File: src/rtl/lookup2_unmix_pkg.sv
// Shared lookup2 mix definitions: shift/target tables, FSM states and the golden ratio.
// Used by both the forward mixer and lookup2_unmix.
package lookup2_pkg;

  typedef enum logic [1:0] {IDLE, STEP, DONE} state_e;

  typedef enum logic [1:0] {TGT_A, TGT_B, TGT_C} target_e;

  localparam logic [31:0] GOLDEN = 32'h9e3779b9;

  localparam int unsigned NUM_SUBSTEPS = 9;

  // Indexed by forward sub-step k = 0..8
  localparam logic [4:0] SHIFT_TAB [NUM_SUBSTEPS] = '{
    5'd13, 5'd8, 5'd13, 5'd12, 5'd16, 5'd5, 5'd3, 5'd10, 5'd15
  };

  localparam target_e TARGET_TAB [NUM_SUBSTEPS] = '{
    TGT_A, TGT_B, TGT_C, TGT_A, TGT_B, TGT_C, TGT_A, TGT_B, TGT_C
  };

endpackage

File: src/rtl/lookup2_unmix_if.sv
// Valid/ready bus for lookup2_unmix: mixed triple in, recovered triple out.
interface lookup2_unmix_if;
  logic        in_valid;
  logic        in_ready;
  logic [31:0] in_a;
  logic [31:0] in_b;
  logic [31:0] in_c;
  logic        out_valid;
  logic        out_ready;
  logic [31:0] out_a;
  logic [31:0] out_b;
  logic [31:0] out_c;
  logic        busy;

  modport slave (
    input  in_valid, in_a, in_b, in_c, out_ready,
    output in_ready, out_valid, out_a, out_b, out_c, busy
  );

  modport master (
    output in_valid, in_a, in_b, in_c, out_ready,
    input  in_ready, out_valid, out_a, out_b, out_c, busy
  );
endinterface

File: src/rtl/lookup2_unmix_step.sv
// Combinational inverse of one lookup2 mix sub-step, selected by idx_i (0..8).
module lookup2_unmix_step
  import lookup2_pkg::*;
(
  input  logic [31:0] a_i,
  input  logic [31:0] b_i,
  input  logic [31:0] c_i,
  input  logic [3:0]  idx_i,
  output logic [31:0] a_o,
  output logic [31:0] b_o,
  output logic [31:0] c_o
);

  logic [4:0] sh;

  always_comb begin
    a_o = a_i;
    b_o = b_i;
    c_o = c_i;
    sh  = '0;
    if (idx_i < 4'd9) begin
      sh = SHIFT_TAB[idx_i];
      case (TARGET_TAB[idx_i])
        TGT_A:   a_o = (a_i ^ (c_i >> sh)) + b_i + c_i;
        TGT_B:   b_o = (b_i ^ (a_i << sh)) + c_i + a_i;
        TGT_C:   c_o = (c_i ^ (b_i >> sh)) + a_i + b_i;
        default: ;
      endcase
    end
  end

endmodule

File: src/rtl/lookup2_unmix.sv
// Iterative inverse of the lookup2 mix; recovers the pre-mix (a, b, c) triple.
// Define LOOKUP2_UNMIX_FAST_EN to undo a whole round (three sub-steps) per cycle.
//
// state | meaning
// IDLE  | in_ready=1, waiting for a mixed triple
// STEP  | undoing sub-step(s) indexed by step_q, counting down to 0
// DONE  | recovered triple presented until out_ready
module lookup2_unmix
  import lookup2_pkg::*;
(
  input  logic             CLK,
  input  logic             RST_N,
  lookup2_unmix_if.slave   bus
);

  state_e      state_q, state_d;
  logic [3:0]  step_q, step_d;
  logic [31:0] a_q, a_d;
  logic [31:0] b_q, b_d;
  logic [31:0] c_q, c_d;
  logic [31:0] na, nb, nc;

`ifdef LOOKUP2_UNMIX_FAST_EN
  localparam logic [3:0] STEP_INIT = 4'd2;

  logic [3:0]  base;
  logic [31:0] a1, b1, c1, a2, b2, c2;

  // Round r covers sub-steps 3r..3r+2; undo them highest first (c, b, a)
  assign base = (step_q << 1) + step_q;

  lookup2_unmix_step u_step_c (
    .a_i(a_q), .b_i(b_q), .c_i(c_q), .idx_i(base + 4'd2),
    .a_o(a1),  .b_o(b1),  .c_o(c1)
  );

  lookup2_unmix_step u_step_b (
    .a_i(a1), .b_i(b1), .c_i(c1), .idx_i(base + 4'd1),
    .a_o(a2), .b_o(b2), .c_o(c2)
  );

  lookup2_unmix_step u_step_a (
    .a_i(a2), .b_i(b2), .c_i(c2), .idx_i(base),
    .a_o(na), .b_o(nb), .c_o(nc)
  );
`else
  localparam logic [3:0] STEP_INIT = 4'd8;

  lookup2_unmix_step u_step (
    .a_i(a_q), .b_i(b_q), .c_i(c_q), .idx_i(step_q),
    .a_o(na),  .b_o(nb),  .c_o(nc)
  );
`endif

  always_comb begin
    state_d = state_q;
    step_d  = step_q;
    a_d     = a_q;
    b_d     = b_q;
    c_d     = c_q;
    case (state_q)
      IDLE: begin
        if (bus.in_valid) begin
          a_d     = bus.in_a;
          b_d     = bus.in_b;
          c_d     = bus.in_c;
          step_d  = STEP_INIT;
          state_d = STEP;
        end
      end
      STEP: begin
        a_d = na;
        b_d = nb;
        c_d = nc;
        if (step_q == 4'd0) begin
          state_d = DONE;
        end else begin
          step_d = step_q - 4'd1;
        end
      end
      DONE: begin
        if (bus.out_ready) begin
          state_d = IDLE;
        end
      end
      default: state_d = IDLE;
    endcase
  end

  always_ff @(posedge CLK or negedge RST_N) begin
    if (!RST_N) begin
      state_q <= IDLE;
      step_q  <= '0;
      a_q     <= '0;
      b_q     <= '0;
      c_q     <= '0;
    end else begin
      state_q <= state_d;
      step_q  <= step_d;
      a_q     <= a_d;
      b_q     <= b_d;
      c_q     <= c_d;
    end
  end

  assign bus.in_ready  = (state_q == IDLE);
  assign bus.out_valid = (state_q == DONE);
  assign bus.busy      = (state_q != IDLE);
  assign bus.out_a     = a_q;
  assign bus.out_b     = b_q;
  assign bus.out_c     = c_q;

endmodule

File: src/flat_wrapper.sv
// flat-port wrapper written by rule: the top's interface ports become plain ports
module lookup2_unmix_flat import lookup2_pkg::*;
  (CLK, RST_N, bus_in_valid, bus_in_a, bus_in_b, bus_in_c, bus_out_ready, bus_in_ready, bus_out_valid, bus_out_a, bus_out_b, bus_out_c, bus_busy);
  lookup2_unmix_if bus_i ();
  input  logic CLK;
  input  logic RST_N;
  input wire logic [$bits(bus_i.in_valid)-1:0] bus_in_valid;
  input wire logic [$bits(bus_i.in_a)-1:0] bus_in_a;
  input wire logic [$bits(bus_i.in_b)-1:0] bus_in_b;
  input wire logic [$bits(bus_i.in_c)-1:0] bus_in_c;
  input wire logic [$bits(bus_i.out_ready)-1:0] bus_out_ready;
  output wire logic [$bits(bus_i.in_ready)-1:0] bus_in_ready;
  output wire logic [$bits(bus_i.out_valid)-1:0] bus_out_valid;
  output wire logic [$bits(bus_i.out_a)-1:0] bus_out_a;
  output wire logic [$bits(bus_i.out_b)-1:0] bus_out_b;
  output wire logic [$bits(bus_i.out_c)-1:0] bus_out_c;
  output wire logic [$bits(bus_i.busy)-1:0] bus_busy;
  assign bus_i.in_valid = bus_in_valid;
  assign bus_i.in_a = bus_in_a;
  assign bus_i.in_b = bus_in_b;
  assign bus_i.in_c = bus_in_c;
  assign bus_i.out_ready = bus_out_ready;
  assign bus_in_ready = bus_i.in_ready;
  assign bus_out_valid = bus_i.out_valid;
  assign bus_out_a = bus_i.out_a;
  assign bus_out_b = bus_i.out_b;
  assign bus_out_c = bus_i.out_c;
  assign bus_busy = bus_i.busy;
  lookup2_unmix u_core (.CLK(CLK), .RST_N(RST_N), .bus(bus_i));
endmodule
File: config.mk
export PLATFORM = sky130hd
export DESIGN_NAME = lookup2_unmix_flat
export DESIGN_NICKNAME = d
export VERILOG_FILES = /design/src/rtl/lookup2_unmix_pkg.sv /design/src/rtl/lookup2_unmix_if.sv /design/src/rtl/lookup2_unmix_step.sv /design/src/rtl/lookup2_unmix.sv /design/src/flat_wrapper.sv
export SDC_FILE = /design/constraint.sdc
export NUM_CORES = 1
export LEC_CHECK = 0
export CAP_MARGIN = 20
export CORE_MARGIN = 2
export CORE_UTILIZATION = 30
export CTS_CLUSTER_DIAMETER = 80
export DETAILED_ROUTE_END_ITERATION = 12
export PLACE_DENSITY = 0.53
export RECOVER_POWER = 25
export REMOVE_ABC_BUFFERS = 1
export SYNTH_ARGS = -nofsm -noshare
export SYNTH_HDL_FRONTEND = slang
export SYNTH_SLANG_ARGS = --single-unit
export TNS_END_PERCENT = 1
File: constraint.sdc
create_clock -name CLK -period 8.4 [get_ports CLK]
set_input_delay 1.68 -clock CLK [delete_from_list [all_inputs] [get_ports CLK]]
set_output_delay 1.68 -clock CLK [all_outputs]
set_load 0.05 [all_outputs]
Word level (Yosys, flattened, before mapping)
Memories as Yosys holds them, arrays and structs flattened. Index checks and enable logic that the tools add are counted.

RAM bits: 0. ROM bits: 112. Memories: 2. Bits in registers: 102. Latch bits: 0. Input bits: 100. Output and inout port bits: 99.

Bitwise gates (word level): 4. $add $sub $neg: 7. Multipliers: 0. Mux-type cells: 23. Div/mod/pow operators: 0. Equal/unequal tests: 12. Reductions and logical operators: 10. $lt $le $gt $ge: 2. Shift operators: 3.

Memories: (name not given) (words 16, width 5, rd ports 1, clocked after Yosys merged registers in 0, write ports 0, line lookup2_unmix_step.sv:22) `sh = SHIFT_TAB[idx_i];`; (name not given) (words 16, width 2, rd ports 1, clocked after Yosys merged registers in 0, write ports 0, line lookup2_unmix_step.sv:23) `case (TARGET_TAB[idx_i])`.

Operators by type and width (count): 32-bit 2-to-1 mux (9); 32-bit adder (6); 32-bit case mux with 2 select lines (3); 32-bit bitwise XOR (3); 32-bit by 5-bit >> shifter with 32-bit output (2); 32-bit by 5-bit left shift with 32-bit output (1); 2-bit inequality test, second input constant (7); 4-bit AND reduction (3); 2-bit 2-to-1 mux (5); 5-bit 2-to-1 mux (2); 4-bit 2-to-1 mux (2); 4-bit case mux with 2 select lines (1); 2-bit case mux with 3 select lines (1); 3-bit AND reduction (2); 5-bit >= comparator, second input constant (1); 4-bit inverter with 5-bit output (1); 2-bit by 1-bit equality test with 1-bit output, second input constant (2); 2-bit equality test, second input constant (2); 2-bit zero test (2); 4-bit zero test (1); 4-bit < comparator, second input constant (1); 2-bit nonzero test (2); 4-bit by 1-bit subtractor with 4-bit output, second input constant (1); 2-bit by 1-bit inequality test with 1-bit output, second input constant (1).

Longest topological paths before layout
Word-level depth: 11. Mapped depth: 29. Mapped depth without buffers: 26.

Cells and area by module
Synthesis repeated with hierarchy kept, for this count alone.

Cells, all modules: 2244. Area, all modules: 18049.8 um2.

Modules (own cells, without submodules): lookup2_unmix_step (area each 13285.2 um2, instances 1, cells an instance 1795); lookup2_unmix (area each 4764.6 um2, instances 1, cells an instance 449).

Least setup slack after synthesis
Ideal clock, no wire load.

Kind: reg-to-reg. Start: reg u_core.step_q[1]. End: reg u_core.c_q[29] (netlist: u_core.bus.out_c[29]). Buffers on the path: 3. Data required time: 8274 ps. Stages on the path, launching flop included: 30. Arrival time: 5900 ps. Slack: 2374 ps. Period minus slack after synthesis: 6026 ps. Path through: dfrtp_1 > inv_1 > ha_1 > nand2b_1 > a21oi_1 > buf_2 > buf_2 > buf_2 > mux2i_1 > nor2_1 > a21oi_1 > nand2_1 > o21ai_0 > a21oi_1 > xnor2_1 > fa_1 > inv_1 > ha_1 > inv_1 > fa_1 > nor2b_4 > o31a_1 > o32a_4 > a21o_4 > a31oi_4 > o311a_1 > nor3_2 > a31o_1 > xor2_1 > a221o_1.

Cells in the longest elaborated chain, start to end: 11. Elaborated cells on any way between the ends: 19.

RTL lines: start: declaration (line lookup2_unmix.sv:17) `logic [3:0] step_q, step_d;`; start signal: assignment (line lookup2_unmix.sv:99) `step_q <= step_d;`; 4-bit inverter with 5-bit output (implied by the code) (line lookup2_unmix_step.sv:22, lookup2_unmix_step.sv:23); memory 16 x 5 bit; 5-bit 2-to-1 mux (implied by the code) (2 in a row) (line lookup2_unmix_step.sv:22); 32-bit by 5-bit >> shifter with 32-bit output (line lookup2_unmix_step.sv:26) `TGT_C: c_o = (c_i ^ (b_i >> sh)) + a_i + b_i;`; 32-bit bitwise XOR (line lookup2_unmix_step.sv:26); 32-bit adder (2 in a row) (line lookup2_unmix_step.sv:26); 32-bit 2-to-1 mux (line lookup2_unmix_step.sv:23); 32-bit 2-to-1 mux (line lookup2_unmix_step.sv:21) `if (idx_i < 4'd9) begin`; 32-bit case mux with 2 select lines (line lookup2_unmix.sv:61) `case (state_q)`; end signal: assignment (line lookup2_unmix.sv:96) `c_q <= '0;`; end signal: assignment (line lookup2_unmix.sv:102) `c_q <= c_d;`; end: declaration (line lookup2_unmix.sv:20) `logic [31:0] c_q, c_d;`.

Parallel ways exist; a longest one is shown, timed or not. The select of a mux whose other input is x is not followed. A chain may end at the register's enable or synchronous reset.

Worst setup path after layout
Start: reg u_core.step_q[1]. End: reg u_core.a_q[27] (netlist: u_core.bus.out_a[27]).

Cells in the longest elaborated chain, start to end: 11. Elaborated cells on any way between the ends: 19.

RTL lines: 4-bit inverter with 5-bit output (implied by the code) (line lookup2_unmix_step.sv:22, lookup2_unmix_step.sv:23); memory 16 x 5 bit; 5-bit 2-to-1 mux (implied by the code) (2 in a row) (line lookup2_unmix_step.sv:22); 32-bit by 5-bit >> shifter with 32-bit output (line lookup2_unmix_step.sv:24) `TGT_A: a_o = (a_i ^ (c_i >> sh)) + b_i + c_i;`; 32-bit bitwise XOR (line lookup2_unmix_step.sv:24); 32-bit adder (2 in a row) (line lookup2_unmix_step.sv:24); 32-bit 2-to-1 mux (line lookup2_unmix_step.sv:23); 32-bit 2-to-1 mux (line lookup2_unmix_step.sv:21); 32-bit case mux with 2 select lines (line lookup2_unmix.sv:61); end signal: assignment (line lookup2_unmix.sv:94) `a_q <= '0;`; end signal: assignment (line lookup2_unmix.sv:100) `a_q <= a_d;`; end: declaration (line lookup2_unmix.sv:18) `logic [31:0] a_q, a_d;`.

Parallel ways exist; a longest one is shown, timed or not. The select of a mux whose other input is x is not followed.

==> flow_summary.json <==
{
  "status": "complete, but fails checks",
  "violations": "max-capacitance violations, max-slew violations",
  "synth-simple-area-share_pct": 16.15,
  "wl_um": 81500,
  "dp_slack_ps": 793.1,
  "synth_compound_area_share_pct": 24.28,
  "drive_above_1_share_pct": 4.094,
  "grt_start_max_net_pins": 74,
  "dr.pass1.iters": 5,
  "worst-path-buf-inv": 6,
  "vias_per_cell": 5.539,
  "slew_headroom_pct": -144.9,
  "die_h_um": 241.8,
  "synth_fa_ha_area_share_pct": 18.40,
  "hold_path_class": "reg -> reg",
  "grt_pass1_vias": 17240,
  "hold_viol_final": 0,
  "drv_cap": 3,
  "dieWidth_um": 241.8,
  "netlist_area_mm2": 0.01697,
  "synth.top_cell.area_share_pct": 15.04,
  "cts.clk_slew.worst_paths_ps": 80,
  "rsz0062_at_grt": "false",
  "design_area_mm2": 0.02011,
  "syn_inst": 2284,
  "cp_max_fo": 25,
  "root_buffer": "clkbuf_16",
  "num_io_pins": 199,
  "via_count": 17580,
  "critPathSlowestCell": "o31ai_1",
  "synthXorXnorAreaFrac_pct": 8.928,
  "track_usage_pct": 27.43,
  "gp_congestion": 0.9764,
  "cts_setup_buffers": 0,
  "slew_violations": 155,
  "synth_edf_count": 0,
  "yosysTopAreaCell": "dfrtp_1",
  "synth_common_cells": "inv_1, nand2_1, a21oi_1, nor2_1, xnor2_1",
  "drtAntennaViolNets": 0,
  "grt_antenna_before_repair": 0,
  "setup_viol": 0,
  "row_count": 87,
  "fill_cells": 6087,
  "startpoint_type": "flip-flop",
  "numPortBuffers": 198,
  "initial_core_util_pct": 30.21,
  "dpl_cell_area_mm2": 0.01982,
  "critPathKind": "reg -> reg",
  "synth.avg_cell_area_um2": 7.431,
  "worstSkewPairLatency_ps": 420,
  "nets": 2705,
  "cp.required_ps": 8660,
  "drc": 0,
  "overflow": 0,
  "async_flop_share_pct": 100.0,
  "path_delay_family": "compound AO/OA/AOI/OAI gates",
  "fin_skew_ps": 16.67,
  "slowest_delay_ps": 640,
  "dp_hpwl_um": 66220,
  "h-tree-depth": 3,
  "cts_num_sinks": 102,
  "initialDrtViolationCount": 1647,
  "routedWlPerCell_um": 25.68,
  "synth_mux_area_share_pct": 7.579,
  "cts_hold_buf": 0,
  "synth_seq_cells": 102,
  "ys.flop_type": "dfrtp_1",
  "synth.distinct_cells": 84,
  "ys_top_cells_by_area": "dfrtp_1, fa_1, xnor2_1, ha_1, a21oi_1",
  "cts_resized": 0,
  "cp.arrival_ps": 8110,
  "seq_area_frac_synth_pct": 15.04,
  "min_period_ps": 7855,
  "area_delta_synth_final_pct": 18.47,
  "diodes": 0,
  "design.die.area_mm2": 0.05849,
  "cp-end-kind": "flip-flop",
  "cts_tree": "built",
  "fin_crit_sh_pct": 93.52,
  "core-area_mm2": 0.05617,
  "yosys_warnings": 0,
  "synth_top_family_by_area": "compound AO/OA/AOI/OAI gates",
  "postLayoutCoreUtil_pct": 35.79,
  "setup_ws_ps": 544.7,
  "clockBufferDepth": 2,
  "max_freq_ghz": 0.1273,
  "numCtsBuffers": 9,
  "grt_pass1_wl_um": 119100,
  "yosysMostFrequentCell": "inv_1",
  "tightest_slew_ps": 3673
}
## flip-flops by register name (all words and copies together) (netlist names)
signal,cells
u_core.bus.out_a,32
u_core.bus.out_b,32
u_core.bus.out_c,32
u_core.state_q,2
u_core.step_q,4
## stage by stage
step | cells | TNS [ps] | hold WS [ps]
finish | 3174 | 0 | 575.3
global route | 3174 | 0 | 628.4
CTS | 3174 | 0 | 580.3
detailed placement | 3158 | 0 | 557.2
global placement | 3158 | 0 | 558.8
floorplan | 2160 | -38640 | 578.3
## cell usage in the layout, fill, tap and decap left out, types with 7 or more instances in the layout
master	n
o21ai_1	13
inv_1	295
xnor2_1	149
mux2i_1	106
o21bai_1	9
o211ai_1	25
clkbuf_16	9
o21a_1	13
mux4_2	8
a21oi_1	226
fa_1	96
nor2b_1	11
o21ai_0	90
a211o_1	8
a32oi_1	21
and3_1	23
dfrtp_1	102
nand2b_1	20
o31a_1	7
buf_4	41
nand2_1	268
nor3_1	13
nor2_1	202
o31ai_1	8
a211oi_1	83
a21o_1	38
a22oi_1	13
clkdlybuf4s50_1	196
nand3_1	61
xor2_1	24
a31oi_1	23
ha_1	96
o22ai_1	7
## worst paths after layout
kind	startpoint	end	slack, ps	cells after the start
setup / recovery	u_core.step_q[1]	u_core.bus.out_a[27]	540	29
setup reg to reg	u_core.step_q[1]	u_core.bus.out_a[27]	540	29
min in group asynchronous	RST_N	u_core.bus.out_c[12]	2100	1
max in group asynchronous	RST_N	u_core.step_q[2]	1740	2
hold reg to reg	u_core.bus.out_b[12]	u_core.bus.out_b[12]	580	2
hold / removal	u_core.bus.out_b[12]	u_core.bus.out_b[12]	580	2
## cell families (layout without fill, tap and decap cells)
| kind of cell | after synthesis | count (layout) |
|---|---|---|
| AO/OA/AOI/OAI | 643 | 643 |
| AND/OR/NAND/NOR | 636 | 636 |
| buffers and inverters | 420 | 554 |
| adder cells (fa/ha/maj) | 192 | 192 |
| XOR/XNOR | 173 | 173 |
| multiplexers | 118 | 118 |
| flip-flops | 102 | 102 |
## metal layers
metal / GRT usage (%) / wire [µm]
met5: 0 / 0
met4: 8.696 / 2500
met3: 3.119 / 4748
met2: 43.54 / 36820
met1: 38.83 / 37430
## worst register-to-register path: cells and delay by family (launching register included)
kind / cells / cell delay [ps]
compound gates: 11 / 3150
xor+xnor: 2 / 390
fa+ha+maj: 4 / 1440
flops: 1 / 550
mux: 1 / 160
simple gates: 5 / 830
buf+inv: 6 / 1200
## final cells by class
type | instances | area [µm²] | share of cell area, %
Multi-Input combinational cell | 1762 | 12880 | 64.08
Sequential cell | 102 | 2552 | 12.70
Timing Repair Buffer | 242 | 2311 | 11.49
Inverter | 296 | 1111 | 5.526
Tap cell | 756 | 945.9 | 4.705
Clock buffer | 12 | 256.5 | 1.276
Clock inverter | 4 | 45.04 | 0.2240
Power is not shown: default switching activity piles up to over one toggle a cycle in this logic, so the estimate is an artifact.
